### config.mk
export PLATFORM = sky130hd
export DESIGN_NAME = deserializer_multilane_fsm
export DESIGN_NICKNAME = d
export VERILOG_FILES = /design/src/rtl/deserializer_multilane_fsm_pkg.sv /design/src/rtl/deserializer_multilane_fsm_lane_shift_reg.sv /design/src/rtl/deserializer_multilane_fsm.sv
export SDC_FILE = /design/constraint.sdc
export NUM_CORES = 1
export LEC_CHECK = 0
export CAP_MARGIN = 20
export CORE_ASPECT_RATIO = 0.75
export CORE_MARGIN = 2
export CORE_UTILIZATION = 58
export CTS_BUF_LIST = sky130_fd_sc_hd__clkbuf_4 sky130_fd_sc_hd__clkbuf_8 sky130_fd_sc_hd__clkbuf_16
export DETAILED_ROUTE_END_ITERATION = 16
export GPL_ROUTABILITY_DRIVEN = 0
export PLACE_DENSITY = 0.84
export SYNTH_ARGS = -nofsm -noshare
export SYNTH_HDL_FRONTEND = slang
export SYNTH_SLANG_ARGS = --single-unit
### constraint.sdc
create_clock -name i_clk -period 4.2 [get_ports i_clk]
set_input_delay 0.42 -clock i_clk [delete_from_list [all_inputs] [get_ports i_clk]]
set_output_delay 0.42 -clock i_clk [all_outputs]
set_load 0.05 [all_outputs]
### src/rtl/deserializer_multilane_fsm_pkg.sv
// Shared definitions for the deserializer and its serializer successor.
package deserializer_multilane_fsm_pkg;

  typedef enum logic {
    S_COLLECT = 1'b0,
    S_FULL    = 1'b1
  } state_t;

  // Counter width for n states; never narrower than one bit.
  function automatic int clog2_min1(input int n);
    return (n <= 2) ? 1 : $clog2(n);
  endfunction

endpackage

### src/rtl/deserializer_multilane_fsm_lane_shift_reg.sv
// Lane-wide shift register; q_next exposes the word as it will look once the
// current beat is shifted in, so a completed word can be captured in one cycle.
module lane_shift_reg #(
  parameter int DATA_WIDTH = 24,
  parameter int LANE_WIDTH = 1,
  parameter bit MSB_FIRST  = 1'b1
) (
  input  logic                  clk,
  input  logic                  rst,
  input  logic                  shift_en,
  input  logic                  clear,
  input  logic [LANE_WIDTH-1:0] din,
  output logic [DATA_WIDTH-1:0] q,
  output logic [DATA_WIDTH-1:0] q_next
);

  logic [DATA_WIDTH-1:0] base;

  // clear drops stale beats so the incoming beat starts a fresh word.
  always_comb begin
    base = clear ? '0 : q;
    if (MSB_FIRST)
      q_next = (base << LANE_WIDTH) | DATA_WIDTH'(din);
    else
      q_next = (base >> LANE_WIDTH) | (DATA_WIDTH'(din) << (DATA_WIDTH - LANE_WIDTH));
  end

  always_ff @(posedge clk) begin
    if (rst)
      q <= '0;
    else if (shift_en)
      q <= q_next;
  end

endmodule

### src/rtl/deserializer_multilane_fsm.sv
// Multilane deserializer with round-robin channel tags, frame resync and
// valid/ready on both sides.
//
// state     | meaning
// ----------+--------------------------------------------------------------
// S_COLLECT | output register empty, collecting beats
// S_FULL    | word held in output register, next word may be collected
module deserializer_multilane_fsm
  import deserializer_multilane_fsm_pkg::*;
#(
  parameter int  DATA_WIDTH   = 24,
  parameter int  LANE_WIDTH   = 1,
  parameter int  NUM_CHANNELS = 1,
  parameter bit  MSB_FIRST    = 1'b1,
  localparam int CH_W         = clog2_min1(NUM_CHANNELS)
) (
  input  logic                  i_clk,
  input  logic                  i_rst,
  input  logic                  i_en,
  input  logic [LANE_WIDTH-1:0] iv_din,
  input  logic                  i_din_valid,
  input  logic                  i_sof,
  input  logic                  i_ready,
  output logic                  o_ready,
  output logic [DATA_WIDTH-1:0] ov_dout,
  output logic [CH_W-1:0]       ov_channel,
  output logic                  o_dout_valid,
  output logic                  o_frame_err
);

  localparam int BEATS = DATA_WIDTH / LANE_WIDTH;
  localparam int BW    = clog2_min1(BEATS);

  state_t                state;
  logic [BW-1:0]         beat_cnt;
  logic [CH_W-1:0]       ch_cnt;
  logic                  frame_err_q;

  logic                  last_slot;
  logic                  accept;
  logic                  sof_acc;
  logic                  complete;
  logic                  drain;
  logic [BW-1:0]         beat_idx;
  logic [CH_W-1:0]       ch_base;
  logic [CH_W-1:0]       ch_after;
  logic [DATA_WIDTH-1:0] shift_q;
  logic [DATA_WIDTH-1:0] word_next;

  // Backpressure only when the completing beat could not be parked anywhere.
  assign last_slot = (beat_cnt == BW'(BEATS - 1));
  assign o_ready   = i_en & ~((state == S_FULL) & last_slot & ~i_ready);
  assign accept    = i_din_valid & o_ready;
  assign sof_acc   = accept & i_sof;
  assign beat_idx  = i_sof ? '0 : beat_cnt;
  assign complete  = accept & (beat_idx == BW'(BEATS - 1));
  assign drain     = o_dout_valid & i_ready & i_en;

  assign ch_base   = sof_acc ? '0 : ch_cnt;
  assign ch_after  = (ch_base == CH_W'(NUM_CHANNELS - 1)) ? '0 : ch_base + 1'b1;

  assign o_frame_err = frame_err_q & i_en;

  lane_shift_reg #(
    .DATA_WIDTH (DATA_WIDTH),
    .LANE_WIDTH (LANE_WIDTH),
    .MSB_FIRST  (MSB_FIRST)
  ) u_shift (
    .clk      (i_clk),
    .rst      (i_rst),
    .shift_en (accept),
    .clear    (sof_acc),
    .din      (iv_din),
    .q        (shift_q),
    .q_next   (word_next)
  );

  always_ff @(posedge i_clk) begin
    if (i_rst) begin
      state        <= S_COLLECT;
      beat_cnt     <= '0;
      ch_cnt       <= '0;
      ov_dout      <= '0;
      ov_channel   <= '0;
      o_dout_valid <= 1'b0;
      frame_err_q  <= 1'b0;
    end else begin
      frame_err_q <= sof_acc & (beat_cnt != '0);
      if (i_en) begin
        if (accept)
          beat_cnt <= complete ? '0 : beat_idx + 1'b1;
        if (complete)
          ch_cnt <= ch_after;
        else if (sof_acc)
          ch_cnt <= '0;
        // Completion in S_FULL is only possible when draining, so loading wins.
        case (state)
          S_COLLECT: begin
            if (complete) begin
              ov_dout      <= word_next;
              ov_channel   <= ch_base;
              o_dout_valid <= 1'b1;
              state        <= S_FULL;
            end
          end
          S_FULL: begin
            if (complete) begin
              ov_dout      <= word_next;
              ov_channel   <= ch_base;
              o_dout_valid <= 1'b1;
            end else if (drain) begin
              o_dout_valid <= 1'b0;
              state        <= S_COLLECT;
            end
          end
          default: state <= S_COLLECT;
        endcase
      end
    end
  end

endmodule

==> impl_results.md <==
- Status: completed
- DP Wirelength: ~3.4 mm
- Worst-Margin Slew: about 1.1 ns
- Max stage delay on crit path: roughly 0.73 ns
- Reg area: 1140 um2
- Beginning of the worst hold path: ov_dout[11]
- Worst Hold Path EP: ov_dout[11]
- Most frequent cells in the layout: dfxtp_1, nand2_1, clkdlybuf4s50_1
- Worst skew pair latency: 0.34 ns
- Register area share after synthesis: a little under half
- Tot Pwr: 0.00108 W
- Yosys cell types: 39
- Final Skew: 0.00425 ns
- Worst Hold Depth: 2
- Worst Path Required: about 4.4 ns
- Reg-to-reg slack, setup: roughly 1.8 ns
- Final std cells w/o fill: 365
- Nets: around 320
- Worst r2r dst: ov_dout[15]
- Core Rows: 20
- Core Area: 4100 um2
- Fillers: 303
- Slowest CP cell: a2111oi_4
- Critical path type: in -> reg
- Largest net degree at the start of global routing: 53
- GRT Residual Overflow: 0
- CP arrival: 3.06 ns
- CTS Buffer Depth: 2
- Die H: slightly above 60 um
- Max Cap Violations: 0
- Routed WL: roughly 5.6 mm
- Drt via density: 5.89
- Area growth syn-to-layout: 20.9%
- Area of the multi-input gates: ~1100 um2
- Routed length per placed instance: about 15 um
- Yosys warnings: 0
- Min-Delay Path Class: reg -> reg
- Layout cells sized above 1: between 8 and 9%
- Clock Root Buffer: clkbuf_8
- Top-Level Pins: 35
- CP startpoint kind: input pin
- Post CTS Setup Buffer Count: 0
- PD cells: 354 nW/um2
- Starting density of the core: approximately three fifths
- RSZ-0062 raised after global routing: false
- VDD IR max: around 230 uV
- Reg2reg path depth: 7
- Placed cell count: about 350
- Final ANT Viol Nets: 0
- Post-synth top area share: 45.3%
- Max FO, Critical Path: 15
- Max Slew Vio Count: 0
- CTS tree: yes
- CTS H-tree depth: 3
- Hold Vio Cnt, Final: 0
- Ant diodes: 0
- Die ar.: ~5000 um2
- TritonCTS Sinks: 57
- Cell taking the most area after synthesis: dfxtp_1
- Clock Pin Slew Worst Setup and Hold Paths: 0.06 ns
- Synth Register Bits: 57
- Cell Chain, Critical Path: clkdlybuf4s50_1, nor2b_1, ha_1, nand4b_1, a2111oi_4, buf_4, o22ai_1
- DRT Pass-1 Iters: 5
- Number of global-route vias before repair: just over 2,000
- Post-Syn Area: 2520 um2
- Commonest non-fill, non-tap cell in the layout: dfxtp_1
- Post-Syn Area per Cell: about 8.9 um2
- Worst R2R Start: beat_cnt[0]
- Syn Nets: 290
- Largest delay share family, worst path: buffers and inverters
- Fmax: 0.347 GHz
- Setup TNS: 0 ns
- CP Capture Type: flop
- Die Wd: roughly 80 um
- Starting DRT DRC Count: roughly 150
- Relative slew slack: between 20 and 30%
- Resized Gates After CTS: 0
- Final Critical Period: 2.89 ns
- Port-buffer cells: 34
- Routed vias: between 2,000 and 2,500
- Synth Instances: ~280
- Cts hold-fix bufs: 0
- Initial antenna violation count: 0
- Final period utilization: 68.7%
- Top cells by area, synth: dfxtp_1, o211ai_1, nor3b_1
- Setup Viol. Count Final: 0
- Total Routing Usage GR: a little over a quarter
- Num CTS Buffers: 9
- Pleak: 0.976 nW
- Detailed-route DRC error count: 0
- First-pass GRT wire length: approximately 9.6 mm
- Sum of buffers and inverters on the critical path: 2
-- cell usage after synthesis --
cell type,count
a21oi_2,1
nor2_1,4
o22ai_1,21
o2111ai_1,2
inv_1,25
o211a_1,1
o31ai_1,21
and3_1,1
ha_1,1
o22ai_2,1
and4b_1,1
and4bb_4,1
nor4_1,1
a21oi_1,3
mux2i_1,6
nand4bb_1,1
a221oi_1,2
a2111oi_0,1
nor3b_1,21
o32ai_1,1
clkinv_1,1
clkbuf_1,19
buf_1,1
nand4b_1,2
o21ai_1,1
buf_2,5
and2_1,4
nor2b_1,1
buf_6,3
and3b_1,1
dfxtp_1,57
nand2_1,34
nand4_1,2
or3_1,2
o211ai_1,23
a31oi_1,1
o21ai_0,2
a2111oi_4,1
nand3_1,6
-- how the worst max path moves through the flow --
| stage | startpoint | endpoint | slack, ns | cells past startpoint |
|---|---|---|---|---|
| after floorplan | i_sof | ov_dout[17] | 1.99 | 8 |
| final | i_sof | ov_dout[15] | 1.31 | 7 |
| after CTS | i_sof | ov_dout[15] | 1.34 | 7 |
| after global routing | i_sof | ov_dout[23] | 1.14 | 7 |
| after global placement | i_sof | ov_dout[15] | 1.15 | 7 |
| after detailed placement | i_sof | ov_dout[15] | 1.04 | 7 |
-- cell families (layout without fill, tap and decap cells) --
group                      after synthesis  in the layout  share of synthesized area (%)
DFF                                     57             57                           45.3
adders and majority gates                1              1                          0.497
AOI/OAI and AO/OA                       82             82                           24.2
and+or+nand+nor                         82             82                           18.4
buffers and inverters                   54             82                           9.19
muxes                                    6              6                           2.39
-- flip-flops by register name (all words and copies together), names as in the netlist --
register / cells
beat_cnt: 5
ch_cnt: 1
frame_err_q: 1
o_dout_valid: 1
ov_channel: 1
ov_dout: 24
state: 1
u_shift.q: 23
-- layer usage --
layer | share of wire, % | vias up | GRT usage [%]
met2 | 41 | 91 | 36.8
met4 | 2.0 | 0 | 13.1
met3 | 7.7 | 14 | 7.92
met1 | 50 | 976 | 37.2
met5 | 0 | - | 0
li1 | - | 1070 | -
-- power breakdown --
part	internal, W	total (W)	switching [W]	leakage, nW
logic	0.0000145	0.0000506	0.0000361	0.419
registers	0.000542	0.000544	0.00000137	0.459
clock network	0.000280	0.000484	0.000204	0.0978
-- worst min-delay path, stage by stage, from the launching register on --
cell	delay, ns
dfxtp_1	0.31
nand2_1	0.05
o22ai_1	0.06
-- final cells by class --
class,instances,share of cell area (%)
well taps,55,2.26
repair buffers,42,13.4
inverters,26,3.21
multi-input cells,171,37.6
flip-flops and latches,57,37.5
clock buffers,10,4.52
clock inverters,4,1.48
-- per-stage QoR --
stage	util (%)	setup WS [ns]	hold WS, ns	area (um2)
final	74.1	1.31	0.471	3040
after global routing	74.1	1.14	0.485	3040
after CTS	74.1	1.34	0.473	3040
after detailed placement	69.7	1.04	0.460	2860
after global placement	69.3	1.15	0.445	2850
after floorplan	-	1.99	0.435	2520
No activity file was read; power rests on OpenSTA's default activity.
